===== src/rtl/scan_chain_seq.sv =====
// scan_chain_seq: shifts a pattern into a negedge-clocked scan chain, pulses one capture,
// then unloads the response. Define SCAN_CHAIN_SEQ_CMP_EN to add the expected-response compare.
module scan_chain_seq #(
  parameter int   CHAIN_LEN = 16,
  parameter logic FILL      = 1'b0
) (
  input  logic                 clk_i,
  input  logic                 rst_i,
  input  logic                 start_i,
  input  logic [CHAIN_LEN-1:0] pat_in_i,
  input  logic                 so_i,
`ifdef SCAN_CHAIN_SEQ_CMP_EN
  input  logic [CHAIN_LEN-1:0] exp_in_i,
  output logic                 fail_o,
`endif
  output logic                 se_o,
  output logic                 si_o,
  output logic                 busy_o,
  output logic                 done_o,
  output logic [CHAIN_LEN-1:0] resp_o
);

  // state   | meaning
  // IDLE    | waiting for start_i, SE/SI low
  // SHIFT   | pattern shifted in MSB first, CHAIN_LEN cycles
  // CAPTURE | SE low for one cycle, chain loads its D inputs
  // UNLOAD  | remaining response shifted out, CHAIN_LEN-1 cycles

  localparam int CW = $clog2(CHAIN_LEN) + 1;

  typedef enum logic [1:0] {IDLE, SHIFT, CAPTURE, UNLOAD} state_t;

  state_t               state_q, state_d;
  logic [CW-1:0]        cnt_q, cnt_d;
  logic [CHAIN_LEN-1:0] pat_q, pat_d;
  logic [CHAIN_LEN-1:0] resp_q, resp_d;
  logic                 se_q, se_d;
  logic                 si_q, si_d;
  logic                 busy_q, busy_d;
  logic                 done_q, done_d;
`ifdef SCAN_CHAIN_SEQ_CMP_EN
  logic [CHAIN_LEN-1:0] exp_q, exp_d;
  logic                 fail_q, fail_d;
`endif

  always_ff @(posedge clk_i or posedge rst_i) begin
    if (rst_i) begin
      state_q <= IDLE;
      cnt_q   <= '0;
      pat_q   <= '0;
      resp_q  <= '0;
      se_q    <= 1'b0;
      si_q    <= 1'b0;
      busy_q  <= 1'b0;
      done_q  <= 1'b0;
`ifdef SCAN_CHAIN_SEQ_CMP_EN
      exp_q   <= '0;
      fail_q  <= 1'b0;
`endif
    end else begin
      state_q <= state_d;
      cnt_q   <= cnt_d;
      pat_q   <= pat_d;
      resp_q  <= resp_d;
      se_q    <= se_d;
      si_q    <= si_d;
      busy_q  <= busy_d;
      done_q  <= done_d;
`ifdef SCAN_CHAIN_SEQ_CMP_EN
      exp_q   <= exp_d;
      fail_q  <= fail_d;
`endif
    end
  end

  // Outputs are registered, so each branch computes SE/SI for the cycle it enters.
  // pat_q is kept pre-shifted: its MSB is always the next bit to drive on SI.
  always_comb begin
    state_d = state_q;
    cnt_d   = cnt_q;
    pat_d   = pat_q;
    resp_d  = resp_q;
    se_d    = 1'b0;
    si_d    = 1'b0;
    busy_d  = busy_q;
    done_d  = 1'b0;
`ifdef SCAN_CHAIN_SEQ_CMP_EN
    exp_d   = exp_q;
    fail_d  = fail_q;
`endif

    if (state_q == CAPTURE || state_q == UNLOAD) begin
      resp_d = {resp_q[CHAIN_LEN-2:0], so_i};
    end

    case (state_q)
      IDLE: begin
        busy_d = 1'b0;
        if (start_i) begin
          state_d = SHIFT;
          cnt_d   = '0;
          pat_d   = {pat_in_i[CHAIN_LEN-2:0], 1'b0};
          busy_d  = 1'b1;
          se_d    = 1'b1;
          si_d    = pat_in_i[CHAIN_LEN-1];
`ifdef SCAN_CHAIN_SEQ_CMP_EN
          exp_d   = exp_in_i;
          fail_d  = 1'b0;
`endif
        end
      end
      SHIFT: begin
        busy_d = 1'b1;
        if (cnt_q == CW'(CHAIN_LEN - 1)) begin
          state_d = CAPTURE;
          si_d    = FILL;
        end else begin
          cnt_d = cnt_q + CW'(1);
          pat_d = {pat_q[CHAIN_LEN-2:0], 1'b0};
          se_d  = 1'b1;
          si_d  = pat_q[CHAIN_LEN-1];
        end
      end
      CAPTURE: begin
        state_d = UNLOAD;
        cnt_d   = '0;
        busy_d  = 1'b1;
        se_d    = 1'b1;
        si_d    = FILL;
      end
      UNLOAD: begin
        if (cnt_q == CW'(CHAIN_LEN - 2)) begin
          state_d = IDLE;
          busy_d  = 1'b0;
          done_d  = 1'b1;
`ifdef SCAN_CHAIN_SEQ_CMP_EN
          fail_d  = (resp_d != exp_q);
`endif
        end else begin
          cnt_d  = cnt_q + CW'(1);
          busy_d = 1'b1;
          se_d   = 1'b1;
          si_d   = FILL;
        end
      end
      default: begin
        state_d = IDLE;
        busy_d  = 1'b0;
      end
    endcase
  end

  assign se_o   = se_q;
  assign si_o   = si_q;
  assign busy_o = busy_q;
  assign done_o = done_q;
  assign resp_o = resp_q;
`ifdef SCAN_CHAIN_SEQ_CMP_EN
  assign fail_o = fail_q;
`endif

endmodule


===== config.mk =====
export PLATFORM = sky130hd
export DESIGN_NAME = scan_chain_seq
export DESIGN_NICKNAME = d
export VERILOG_FILES = /design/src/rtl/scan_chain_seq.sv
export SDC_FILE = /design/constraint.sdc
export NUM_CORES = 1
export LEC_CHECK = 0
export CAP_MARGIN = 20
export CORE_UTILIZATION = 47
export CTS_BUF_LIST = sky130_fd_sc_hd__clkbuf_8 sky130_fd_sc_hd__clkbuf_16
export CTS_CLUSTER_DIAMETER = 150
export DETAILED_ROUTE_END_ITERATION = 7
export DONT_BUFFER_PORTS = 1
export MAX_ROUTING_LAYER = met4
export SYNTH_ARGS = -nofsm -noshare
export SYNTH_HDL_FRONTEND = slang
export SYNTH_SLANG_ARGS = --single-unit

===== constraint.sdc =====
create_clock -name clk_i -period 2.9 [get_ports clk_i]
set_input_delay 0.435 -clock clk_i [delete_from_list [all_inputs] [get_ports clk_i]]
set_output_delay 0.435 -clock clk_i [all_outputs]
set_load 0.05 [all_outputs]

== Word-level counts from Yosys, hierarchy flattened ==
Index checks and enable logic that the tools add are counted.
Widths: inputs -> output; s select.
Word-level totals
  register bits after elaboration: 43
  input bits: 20
  output and inout bits: 20
Operators by class
  $add $sub $neg: 1
  eq/ne operators: 10
  muxes and demuxes: 21
  reduce and logical (&&, ||, !) cells: 8
Operator list (number)
  $mux 16: 2
  $pmux 16 s2: 1
  $pmux 5 s4: 1
  $mux 5: 3
  $eq 5x4->1 const B: 2
  $reduce_and 3->1: 3
  $ne 2x2->1 const B: 4
  $pmux 2 s4: 1
  $mux 1: 7
  $mux 2: 3
  $pmux 1 s3: 2
  $add 5x1->5 const B: 1
  $eq 2x2->1 const B: 2
  $pmux 1 s4: 1
  $reduce_or 2->1: 2
  $eq 2x1->1 const B: 1
  $logic_not 2->1: 1
  $ne 2x1->1 const B: 1
  $reduce_bool 2->1: 1
  $logic_or 1x1->1: 1

== Longest topological paths before layout ==
  word-level depth: 3
  gate-level depth with buffers: 6
  mapped depth without buffers: 6

== Least setup slack after synthesis ==
No wires, ideal clock.
  kind: register to register
  start point: reg cnt_q[0]
  end point: reg pat_q[15]
  arrival time: 1.874 ns
  path slack: 0.901 ns
  cell stages (with the launch flop): 7
  buffers on the path: 1
  clock period less this slack: 1.999 ns
  cell sequence: dfrtp_1 ha_1 and3_1 ha_1 a211oi_4 buf_6 mux2_2
On the way
  cells in the longest elaborated chain, start to end: 3
Ends and longest elaborated chain
  from (decl): line 34  | logic [CW-1:0] cnt_q, cnt_d;
  from (signal assigned): line 62  | cnt_q <= cnt_d;
  $eq 5x4->1: line 114  | if (cnt_q == CW'(CHAIN_LEN - 1)) begin
  $ne 2x2->1 (no line)
  $reduce_and 3->1 (no line)
  to (signal assigned): line 63  | pat_q <= pat_d;
  to (decl): line 35  | logic [CHAIN_LEN-1:0] pat_q, pat_d;
No other way between the ends.
A chain may end at the register's enable or synchronous reset.

== Worst setup path after layout ==
  start point: reg state_q[1]
  end point: reg pat_q[4]
On the way
  cells in the longest elaborated chain, start to end: 3
  elaborated cells on any way between the ends: 7
  those cells by class: 3 x eq/ne; 1 x mux; 3 x reduce/logical
Ends and longest elaborated chain
  from (decl): line 33  | state_t state_q, state_d;
  from (signal assigned): line 61  | state_q <= state_d;
  $eq 2x1->1 or $logic_not 2->1 (tied branches): line 96  | case (state_q)
  $ne 2x2->1 (no line) or $reduce_bool 2->1 (tied branches)
  $reduce_and 3->1 (no line)
Parallel ways exist; a longest one is shown, timed or not.

==> results.py <==
metrics = {
    "placed_design": {
        "dp_hpwl_mm": 2.25,
        "io_buffers": 0,
        "place.gp.congestion": 0.810,
    },
    "drt": {
        "drtPass1Iterations": 4,
        "drcViolationCount": 0,
        "wl_met1_mm": 1.31,
        "vias": 1122,
        "wire_per_inst_um": 15.1,
        "top_layer": "met4",
        "met3_length_um": 198,
        "wl_met2_mm": 1.53,
        "wl_mm": 3.09,
        "ant_nets": 0,
        "vias_per_cell": 5.47,
        "dr.first_iter.drc_count": 31,
    },
    "synth": {
        "synth_ff_type": "dfrtp_1",
        "synth_area_um2": 2020,
        "synth_top_area_cell": "dfrtp_1",
        "synth_warnings": 0,
        "synth_async_sr_flop_share_pct": 100,
        "synth_edf_count": 0,
        "avgSynthCellArea_um2": 13.5,
        "synth_nets": 179,
        "synthCells": 150,
        "ys_seq_area_share_pct": 52.1,
        "synth.distinct_cells": 29,
        "synth-seq-cells": 42,
        "synth_top_area_share_pct": 52.1,
        "synth_area_leaders": "dfrtp_1, mux2_2, ha_1",
    },
    "timing": {
        "hold_viol": 0,
        "fin_crit_sh_pct": 80.8,
        "maxSlewViolCount": 0,
        "setup-violations-final": 0,
        "slew_headroom_pct": 45.0,
        "worst_pin_slew_ns": 0.824,
        "final.setup.tns_ns": 0,
        "finalClockSkew_ns": 0.00547,
        "rsz0062_at_grt": "false",
        "fin_crit_ns": 2.34,
        "fmax_mhz": 427,
    },
    "run": {
        "cap_violations": 0,
    },
    "cts": {
        "postCtsSetupRepairBufs": 0,
        "htreeDepth": 2,
        "clk_pin_slew_worst_paths_ns": 0.08,
        "cts-root-buf": "clkbuf_8",
        "cts_buffer_depth": 2,
        "cts_made_buffers": 5,
        "insertion_delay_ns": 0.29,
        "cts_tree": "built",
        "cts_resized": 0,
        "cts_sinks": 42,
        "hold_buffers": 0,
    },
    "grt": {
        "grtUsageTotal_pct": 15.7,
        "grt_antenna_before_repair": 0,
        "grt_pass1_wl_mm": 4.96,
        "grt_max_degree": 43,
        "grt_overflow": 0,
        "grt_pass1_vias": 1131,
    },
    "critical_path": {
        "required_ns": 3.07,
        "cp_cell_sequence": "inv_1 > ha_1 > nor2_1 > a211oi_4 > mux2_2",
        "worst-path-buf-inv": 1,
        "critPathKind": "reg -> reg",
        "endpoint_kind": "flop",
        "crit_path_max_incr_delay_ns": 0.63,
        "cp.arrival_ns": 2.51,
        "cpLargestDelayFamily": "compound AO/OA/AOI/OAI gates",
        "cp-start-kind": "flop",
        "crit_fanout": 15,
        "slowest_stage": "a211oi_4",
    },
    "floorplanning": {
        "die_area_um2": 4560,
        "initial_core_util_pct": 49.7,
        "rows": 23,
        "boundaryPins": 40,
        "core_area_um2": 4060,
        "die_w_um": 67.5,
        "die_height_um": 67.5,
    },
    "final_layout": {
        "final_common_cell": "mux2_2",
        "antennaDiodeCount": 0,
        "drive_gt1_share_pct": 40.0,
        "syn2layout_area_growth_pct": 6.57,
        "nNetsFinal": 183,
        "fillers": 355,
        "layout_common_cells": "mux2_2, dfrtp_1, inv_1, ha_1, nor2_1",
    },
    "run_status": {
        "status": "complete, no violations",
    },
    "hold_path": {
        "hp-class": "in -> async",
    },
}
[layer usage]
layer  global-route usage, %  vias up
li1                        -      529
met4                    5.85        0
met2                    23.8       31
met1                    17.9      557
met3                    7.26        5
met5                       -        -
[final timing paths]
check	start	to	slack [ns]	cells past startpoint
setup / recovery	state_q[1]	pat_q[4]	0.56	5
hold / removal	rst_i	resp_o[3]	0.16	2
setup reg to reg	state_q[1]	pat_q[4]	0.56	5
hold reg to reg	pat_q[7]	pat_q[7]	0.51	1
max in group asynchronous	rst_i	pat_q[3]	2.39	2
min in group clk_i	start_i	si_o	0.29	2
[worst reg2reg max path: cells and delay by family, from the launching register on]
kind | cells | cell delay, ns
compound gates | 1 | 0.63
fa+ha+maj | 1 | 0.49
buf+inv | 1 | 0.12
flops | 1 | 0.42
mux | 1 | 0.41
simple gates | 1 | 0.16
[sequential cells by signal (all words and copies together) (netlist names)]
| signal | flops |
|---|---|
| resp_o | 16 |
| pat_q | 15 |
| cnt_q | 5 |
| state_q | 2 |
| busy_o | 1 |
| done_o | 1 |
| se_o | 1 |
| si_o | 1 |
[cells in the mapped netlist (2+ instances only)]
master,number
mux2_2,48
dfrtp_1,42
ha_1,9
inv_1,9
nor2_1,8
nor2b_1,4
a21oi_1,2
and3_1,2
buf_2,2
buf_4,2
nand2_1,2
nand4b_1,2
o21ai_0,2
[cell families after synthesis]
| family | after synthesis | synth area share, % |
|---|---|---|
| AOI/OAI and AO/OA | 13 | 5.39 |
| adders and majority gates | 9 | 5.58 |
| buffers and inverters | 14 | 3.47 |
| DFF | 42 | 52.1 |
| muxes | 49 | 27.3 |
| and+or+nand+nor | 23 | 6.20 |
[stage by stage]
step / hold slack [ns] / utilization, % / area [µm²] / cells / setup WS (ns)
detailed placement: 0.492 / 50.8 / 2060 / 197 / 0.564
CTS: 0.173 / 53.0 / 2150 / 205 / 0.547
finish: 0.157 / 53.0 / 2150 / 205 / 0.557
floorplan: 0.475 / - / 2020 / 150 / 0.901
global route: 0.206 / 53.0 / 2150 / 205 / 0.391
global placement: 0.478 / 50.8 / 2060 / 197 / 0.655
[layout make-up]
cell class / count / area (µm²) / area share, %
clock buffer: 6 / 82.6 / 3.84
clock inverter: 2 / 8.76 / 0.407
inverter: 9 / 33.8 / 1.57
multi-input combinational: 94 / 897 / 41.7
sequential: 42 / 1050 / 48.9
tap: 50 / 62.6 / 2.91
timing repair buffer: 2 / 15.0 / 0.698
Power is left out: the tool's default activity adds up to more than one toggle a clock period on the data nets, which glitch-free logic cannot reach.
